## src/rtl/ldm_stm_sequencer_pkg.sv

```systemverilog
`default_nettype none
// ============================================================================
//  Module   : lsm_pkg
//  Purpose  : Shared definitions for the LDM/STM sequencer: sequencer state
//             encoding and default widths.
//  Revision : 1.0 - initial release
// ============================================================================
package lsm_pkg;

  localparam int DEF_ADDR_W = 8;
  localparam int DEF_DATA_W = 32;
  localparam int DEF_NREG   = 16;

  typedef enum logic [2:0] {
    ST_IDLE  = 3'd0,
    ST_XFER  = 3'd1,
    ST_DRAIN = 3'd2,
    ST_WB    = 3'd3,
    ST_DONE  = 3'd4
  } lsm_state_e;

endpackage
`default_nettype wire

```

## src/rtl/lsm_prio_enc.sv

```systemverilog
`default_nettype none
// ============================================================================
//  Module   : lsm_prio_enc
//  Purpose  : Lowest-set-bit priority encoder for the remaining register mask.
//  Ports    : mask  in  NREG   bit vector to encode
//             idx   out IDX_W  index of the lowest set bit (0 when mask == 0)
//             valid out 1      mask has at least one bit set
//  Revision : 1.0 - initial release
// ============================================================================
module lsm_prio_enc #(
  parameter int NREG  = 16,
  parameter int IDX_W = $clog2(NREG)
) (
  input  logic [NREG-1:0]  mask,
  output logic [IDX_W-1:0] idx,
  output logic             valid
);

  // Scan from the top so the lowest set bit is the last one to assign.
  always_comb begin
    idx   = '0;
    valid = 1'b0;
    for (int n = NREG - 1; n >= 0; n--) begin
      if (mask[n]) begin
        idx   = IDX_W'(n);
        valid = 1'b1;
      end
    end
  end

endmodule
`default_nettype wire

```

## src/rtl/ldm_stm_sequencer.sv

```systemverilog
`default_nettype none
// ============================================================================
//  Module   : ldm_stm_sequencer
//  Purpose  : Executes one multi-register load/store by walking the register
//             list lowest-first, one memory access per cycle, and writes
//             loaded words (and optionally the updated base) to the RF.
//  Ports    : clk/rst                      clock, sync active-high reset
//             start/is_load/base_addr/base_reg/reg_list/writeback  request
//             rf_rd_addr/rf_rd_data        RF read for store data
//             rf_we/rf_wr_addr/rf_wr_data  RF write for loads and base WB
//             mem_addr/mem_i/mem_wdata/mem_en/mem_load/mem_store/mem_rdata
//                                          memory-file port
//             busy/done                    status
//  Config   : LDM_STM_DESCENDING_EN adds input 'descending'; when set the
//             block occupies base-N .. base-1 and the base moves down by N.
//  Revision : 1.0 - initial release
// ============================================================================
module ldm_stm_sequencer
  import lsm_pkg::*;
#(
  parameter int ADDR_W = DEF_ADDR_W,
  parameter int DATA_W = DEF_DATA_W,
  parameter int NREG   = DEF_NREG,
  localparam int IDX_W = $clog2(NREG),
  localparam int CNT_W = $clog2(NREG + 1)
) (
  input  logic              clk,
  input  logic              rst,
  input  logic              start,
  input  logic              is_load,
  input  logic [ADDR_W-1:0] base_addr,
  input  logic [IDX_W-1:0]  base_reg,
  input  logic [NREG-1:0]   reg_list,
  input  logic              writeback,
`ifdef LDM_STM_DESCENDING_EN
  input  logic              descending,
`endif
  output logic [IDX_W-1:0]  rf_rd_addr,
  input  logic [DATA_W-1:0] rf_rd_data,
  output logic              rf_we,
  output logic [IDX_W-1:0]  rf_wr_addr,
  output logic [DATA_W-1:0] rf_wr_data,
  output logic [ADDR_W-1:0] mem_addr,
  output logic [ADDR_W-1:0] mem_i,
  output logic [DATA_W-1:0] mem_wdata,
  output logic              mem_en,
  output logic              mem_load,
  output logic              mem_store,
  input  logic [DATA_W-1:0] mem_rdata,
  output logic              busy,
  output logic              done
);

  lsm_state_e        r_state;
  logic [NREG-1:0]   r_mask;
  logic [CNT_W-1:0]  r_count;
  logic [CNT_W-1:0]  r_n;
  logic              r_load;
  logic              r_wb;      // pass through the WB state
  logic              r_wb_we;   // actually write the base in WB
  logic [ADDR_W-1:0] r_base;
  logic [IDX_W-1:0]  r_base_reg;
  logic [IDX_W-1:0]  r_pend;
  logic              r_pend_valid;
`ifdef LDM_STM_DESCENDING_EN
  logic              r_desc;
`endif

  logic [IDX_W-1:0]  w_idx;
  logic              w_valid;
  logic [NREG-1:0]   w_mask_next;
  logic [CNT_W-1:0]  w_list_n;
  logic              w_xfer;
  logic              w_pend_we;
  logic              w_wb_we;
  logic [ADDR_W-1:0] w_mem_base;
  logic [ADDR_W-1:0] w_wb_val;

  lsm_prio_enc #(.NREG(NREG), .IDX_W(IDX_W)) u_prio_enc (
    .mask  (r_mask),
    .idx   (w_idx),
    .valid (w_valid)
  );

  always_comb begin
    w_list_n = '0;
    for (int n = 0; n < NREG; n++) begin
      w_list_n = w_list_n + CNT_W'(reg_list[n]);
    end
  end

  assign w_mask_next = r_mask & ~({{(NREG-1){1'b0}}, 1'b1} << w_idx);
  assign w_xfer      = (r_state == ST_XFER) && w_valid;

  // Descending keeps the lowest register at the lowest address, so the
  // whole block simply shifts down by N; the new base equals that start.
`ifdef LDM_STM_DESCENDING_EN
  assign w_mem_base = r_desc ? (r_base - ADDR_W'(r_n)) : r_base;
  assign w_wb_val   = r_desc ? (r_base - ADDR_W'(r_n)) : (r_base + ADDR_W'(r_n));
`else
  assign w_mem_base = r_base;
  assign w_wb_val   = r_base + ADDR_W'(r_n);
`endif

  always_ff @(posedge clk) begin
    if (rst) begin
      r_state      <= ST_IDLE;
      r_mask       <= '0;
      r_count      <= '0;
      r_n          <= '0;
      r_load       <= 1'b0;
      r_wb         <= 1'b0;
      r_wb_we      <= 1'b0;
      r_base       <= '0;
      r_base_reg   <= '0;
      r_pend       <= '0;
      r_pend_valid <= 1'b0;
`ifdef LDM_STM_DESCENDING_EN
      r_desc       <= 1'b0;
`endif
    end else begin
      // A load issued this cycle returns data next cycle.
      r_pend_valid <= w_xfer && r_load;
      case (r_state)
        ST_IDLE: begin
          if (start) begin
            r_mask     <= reg_list;
            r_count    <= '0;
            r_n        <= w_list_n;
            r_load     <= is_load;
            r_wb       <= writeback;
            // A loaded base register takes the loaded value, not base+N.
            r_wb_we    <= writeback && !(is_load && reg_list[base_reg]);
            r_base     <= base_addr;
            r_base_reg <= base_reg;
`ifdef LDM_STM_DESCENDING_EN
            r_desc     <= descending;
`endif
            r_state    <= (reg_list == '0) ? ST_DONE : ST_XFER;
          end
        end
        ST_XFER: begin
          r_mask  <= w_mask_next;
          r_count <= r_count + CNT_W'(1);
          r_pend  <= w_idx;
          if (w_mask_next == '0) begin
            if (r_load)    r_state <= ST_DRAIN;
            else if (r_wb) r_state <= ST_WB;
            else           r_state <= ST_DONE;
          end
        end
        ST_DRAIN: r_state <= r_wb ? ST_WB : ST_DONE;
        ST_WB:    r_state <= ST_DONE;
        default:  r_state <= ST_IDLE;
      endcase
    end
  end

  assign w_pend_we = r_pend_valid && ((r_state == ST_XFER) || (r_state == ST_DRAIN));
  assign w_wb_we   = (r_state == ST_WB) && r_wb_we;

  assign mem_en     = w_xfer;
  assign mem_load   = w_xfer && r_load;
  assign mem_store  = w_xfer && !r_load;
  assign mem_i      = w_xfer ? ADDR_W'(r_count) : '0;
  assign mem_addr   = w_xfer ? w_mem_base : '0;
  assign rf_rd_addr = mem_store ? w_idx : '0;
  assign mem_wdata  = mem_store ? rf_rd_data : '0;

  assign rf_we      = w_pend_we || w_wb_we;
  assign rf_wr_addr = w_wb_we ? r_base_reg : (w_pend_we ? r_pend : '0);
  assign rf_wr_data = w_wb_we ? DATA_W'(w_wb_val) : (w_pend_we ? mem_rdata : '0);

  assign busy = (r_state == ST_XFER) || (r_state == ST_DRAIN) || (r_state == ST_WB);
  assign done = (r_state == ST_DONE);

endmodule
`default_nettype wire

```

## config.mk

```make
export PLATFORM = sky130hd
export DESIGN_NAME = ldm_stm_sequencer
export DESIGN_NICKNAME = d
export VERILOG_FILES = /design/src/rtl/ldm_stm_sequencer_pkg.sv /design/src/rtl/lsm_prio_enc.sv /design/src/rtl/ldm_stm_sequencer.sv
export SDC_FILE = /design/constraint.sdc
export NUM_CORES = 1
export LEC_CHECK = 0
export ABC_AREA = 1
export BUFFER_PORTS_ARGS = -buffer_cell sky130_fd_sc_hd__buf_2
export CAP_MARGIN = 15
export CORE_ASPECT_RATIO = 0.7
export CORE_MARGIN = 2
export CORE_UTILIZATION = 47
export DETAILED_ROUTE_END_ITERATION = 12
export PLACE_DENSITY = 0.82
export SETUP_SLACK_MARGIN = 0.05
export SYNTH_ARGS = -nofsm -noshare
export SYNTH_HDL_FRONTEND = slang
export SYNTH_SLANG_ARGS = --single-unit
```

## constraint.sdc

```tcl
create_clock -name clk -period 4.07 [get_ports clk]
set_input_delay 0.407 -clock clk [delete_from_list [all_inputs] [get_ports clk]]
set_output_delay 0.407 -clock clk [all_outputs]
set_load 0.005 [all_outputs]
```

# After elaboration in Yosys (flattened, before gate mapping)
# Index checks and enable logic that the tools add are counted.
# Widths: inputs -> output; s select.
# classes
n_addsub	17
order_cmp	1
n_eq_ne	6
n_shift	1
muxes	52
n_bitwise	2
n_reduce_logical	19
# ops
cell	count
$mux 32	3
$mux 4	19
$add 5x1->5	11
$logic_not 16->1	2
$pmux 16 s2	1
$mux 1	17
$and 16x16->16	1
$mux 16	1
$not 16->16	1
$shl 1x4->16 const A	1
$mux 3	5
$pmux 3 s4	1
$mux 5	2
$pmux 5 s2	1
$add 8x5->8	1
$mux 8	1
$logic_and 1x1->1	7
$eq 3x2->1 const B	2
$reduce_and 2->1	3
$add 4x1->5	1
$add 5x1->5 const B	1
$lt 4x5->1 const B	1
$add 3x1->4	1
$bmux 1 s4	1
other kinds (10)	13
# word_totals
regBits	49
input_bits	97
out_inout_bits	94
wordCells	109

# Logic depth before layout (Yosys ltp)
# logic_depth
depth_word	22
ltp_mapped	25
ltp_nobuf	25

# By module
# From an unflattened synthesis, not the netlist that was laid out.
# hier_totals
hier_cells	670
area_unflattened_um2	4090.2
# by_module_without_submodules
mod	instances	cells_each	area_per_inst_um2	seq_area_each_um2
ldm_stm_sequencer	1	621	3881.2	980.9
lsm_prio_enc	1	49	209.0	0.0

# Worst setup path after synthesis
# Ideal clock, no wire load.
# synth_timing
kind	input to register
start	input reg_list[0]
end	register r_n[3]
setup_ns	0.117
arrival_time_ns	3.343
t_required_ns	3.953
path_slack_ns	0.610
cell_stages	13
path_buffers	0
cell_sequence	fa_1 inv_1 fa_1 fa_1 fa_1 inv_1 ha_1 nand2_1 nor2_1 a211oi_1 nor2_1 o221ai_1 inv_1
# synth_via
elab_chain_len	15
# synth_lines
element	line	source
start: declaration	ldm_stm_sequencer.sv:33	input logic [NREG-1:0] reg_list,
$add 1x1->2	ldm_stm_sequencer.sv:88	w_list_n = w_list_n + CNT_W'(reg_list[n]);
$add 2x1->3	ldm_stm_sequencer.sv:88	
$add 3x1->4	ldm_stm_sequencer.sv:88	
$add 4x1->5	ldm_stm_sequencer.sv:88	
$add 5x1->5 (11 in a row)	ldm_stm_sequencer.sv:88	
end signal: assignment	ldm_stm_sequencer.sv:129	r_n <= w_list_n;
end: declaration	ldm_stm_sequencer.sv:57	logic [CNT_W-1:0] r_n;
# Every way passes these cells.
# A chain may end at the register's enable or synchronous reset.

# Worst setup path in the final report
# Ends and elaborated chain as after synthesis.

==> summary.md <==
| Metric | Value |
|---|---|
| GPL Wtd Cong | `0.937` |
| Final Setup Violations | `0` |
| #FFs+latches synth | `49` |
| Diode count | `0` |
| Distinct cells, synth | `40` |
| R2r endpoint | `r_mask[5]$_SDFFE_PP0P_` |
| Dominant cell type by area after synthesis | `dfxtp_1` |
| Initial drt markers | `379` |
| Leak pwr | `0.00292 uW` |
| Clk_lat worst skew | `0.28 ns` |
| Clk slew on worst S/H paths | `0.07 ns` |
| Worst setup slack after layout | `0.621 ns` |
| CTS H-tree lvls | `2` |
| Seq/Total Area, Yosys | `0.253` |
| Max reg flops | `16` |
| Min-Delay Startpoint | `writeback` |
| Top-area cell type share of the netlist area | `0.253` |
| Worst r2r src | `r_state[0]$_SDFFE_PP0P_` |
| Tightest Hold Check Type | `input pin to flip-flop` |
| Synthesized cell area | `0.00388 sq mm` |
| IO Port Bufs | `187` |
| Place WS | `0.310 ns` |
| Largest net degree at the start of global routing | `41` |
| Sink Count | `49` |
| Post-layout min period | `3.45 ns` |
| CP Capture Type | `flip-flop` |
| Core footprint | `0.00794 sq mm` |
| Die height | `80.1 microns` |
| Site Rows | `27` |
| Number of antenna violations at the first check in global routing | `0` |
| First-pass iteration count of the detailed router | `5` |
| Drt wl/cell | `14.3 microns` |
| Fin. Hold Viols | `0` |
| CTS tree | `built` |
| Status | `finished clean` |
| Synth Flop Type | `dfxtp_1` |
| Max-cap viol count | `0` |
| GRT Util Overall | `0.281` |
| CP Data Required Time | `4.25 ns` |
| Final-stage net count | `919` |
| Top Ports | `191` |
| Worst-case clock buffer depth | `2` |
| Setup TNS | `0 ns` |
| Final std cells w/o fill | `901` |
| Pwr dens | `529 mW/mm^2` |
| Initial core utilization | `0.489` |
| Grt total ovfl | `0` |
| Synth area leaders | `dfxtp_1 25%, inv_1 14%, nor2_1 11%` |
| CP max FO | `3` |
| CP startpoint kind | `input pin` |
| Clock Skews | `0.00351 ns` |
| Root buffer cell | `clkbuf_16` |
| Synth warnings | `0` |
| Slew Limit Fails | `0` |
| Vias in the first global route | `4462` |
| Die Width | `113 microns` |
| Synth Instances | `624` |
| CP startpoint | `reg_list[0]` |
| Final period util | `0.847` |
| # resized after CTS | `0` |
| Layout cells sized above 1 | `0.286` |
| Placed cells | `893` |
| Post-synth ARST share | `0` |
| Worst vdd ir | `0.368 mV` |
| Worst hold endpoint | `r_wb$_SDFFE_PP0P_` |
| WS Path Type | `input pin to flip-flop` |
| Vias/cell | `5.17` |
| Arr. time, crit path | `3.63 ns` |
| Detail Route Antenna Nets | `0` |
| RSZ-0062 raised after global routing | `false` |
| DP HPWL | `10100 microns` |
| Depth of the most critical reg-to-reg path | `11` |
| WL final | `12900 microns` |
| DR DRC count | `0` |
| EDFF count, synth | `0` |
| Synth-to-layout area growth | `30.1%` |
| Relative slew slack | `0.581` |
| Worst-Margin Slew | `0.628 ns` |
| Die area | `0.00902 sq mm` |
| Fmax | `290 MHz` |
| First-pass GRT wire length | `20700 microns` |
| Postcts setup bufs | `0` |
| Min-Delay Path Depth | `3` |
| Syn_area_per_cell | `6.22 sq um` |
| Total Power | `2670 uW` |
| R2r setup slk | `1.42 ns` |
| CTS Hold Bufs | `0` |
| Via Count | `4659` |
| CTS buffer count | `5` |
==> layer usage <==
layer	GRT usage	vias up	share of wire
met1	0.363	2147	0.43
met3	0.0491	12	0.076
met5	0	-	0
met4	0.0561	0	0.011
met2	0.497	209	0.49
li1	-	2291	-
==> metrics by stage <==
step                cell area (sq um)  utilization  hold slack (ns)
floorplan                        3890            -            0.439
global placement                 4880        0.614            0.449
detailed placement               4880        0.614            0.462
CTS                              5050        0.636            0.400
global route                     5050        0.636            0.415
finish                           5050        0.636            0.408
==> cells by family (layout without fill, tap and decap cells) <==
logic type	Yosys count	count (layout)	synth area share
flops	49	49	0.253
xor+xnor	3	3	0.00677
buf+inv	183	357	0.180
compound gates	135	135	0.206
fa+ha+maj	23	23	0.0954
other cells	1	3	0.000966
simple gates	230	230	0.258
==> cell usage after synthesis, types with 2 or more instances <==
library cell  count
a211oi_1          2
a21oi_1          48
and3_1            2
buf_2             2
buf_4             3
clkbuf_1         18
clkinv_1          3
dfxtp_1          49
fa_1             11
ha_1             12
inv_1           146
inv_2            10
nand2_1          71
nand2_2           6
nand2_4           2
nand3_1           9
nand3_2           5
nand4_1          14
nor2_1          111
nor2_2            3
nor3_1            5
o21a_1            8
o21ai_0          36
o21ai_1          10
o221ai_1          6
o22ai_1          13
o32ai_1           4
xor2_1            3
==> worst max-delay path, stage by stage <==
cell and delay (ns):
buf_2 0.12, fa_1 0.54, inv_1 0.06, fa_1 0.42, fa_1 0.49, fa_1 0.61, inv_1 0.06, ha_1 0.28
nand2_1 0.06, nor2_1 0.04, a211oi_1 0.24, nor2_1 0.07, o221ai_1 0.16, inv_1 0.06
==> layout make-up <==
type | instances | area, sq um
tap | 101 | 126
timing repair buffer | 190 | 958
clock buffer | 6 | 139
clock inverter | 2 | 37.5
multi-input combinational | 394 | 2210
sequential | 49 | 981
fill | 691 | 2890
inverter | 159 | 597
==> report_power, final <==
| group | switching, uW | total (uW) | leakage, uW | internal, uW |
|---|---|---|---|---|
| Sequential | 87.8 | 679 | 0.000403 | 591 |
| Combinational | 985 | 1500 | 0.00244 | 518 |
| Clock | 183 | 490 | 0.0000831 | 307 |
| Total | 1260 | 2670 | 0.00292 | 1420 |
==> worst max-delay path by stage <==
| stage | to | slack (ns) |
|---|---|---|
| after global routing | r_n[3]$_SDFFE_PP0P_ | 0.38 |
| final | r_n[3]$_SDFFE_PP0P_ | 0.62 |
| after global placement | r_n[3]$_SDFFE_PP0P_ | 0.39 |
| after floorplan | r_n[3]$_SDFFE_PP0P_ | 0.61 |
| after detailed placement | r_n[3]$_SDFFE_PP0P_ | 0.31 |
| after CTS | r_n[3]$_SDFFE_PP0P_ | 0.62 |
==> layout by cell type, fill, tap and decap left out, types with 8 or more instances in the layout <==
cell,n
nand3_1,9
a21oi_1,48
inv_2,10
nand4_1,14
o21ai_1,9
inv_1,146
o21a_1,8
buf_2,187
ha_1,12
nand2_1,71
o22ai_1,13
nor2_1,111
fa_1,11
dfxtp_1,49
o21ai_0,36
Note: power is estimated with default switching activity, not from simulation.
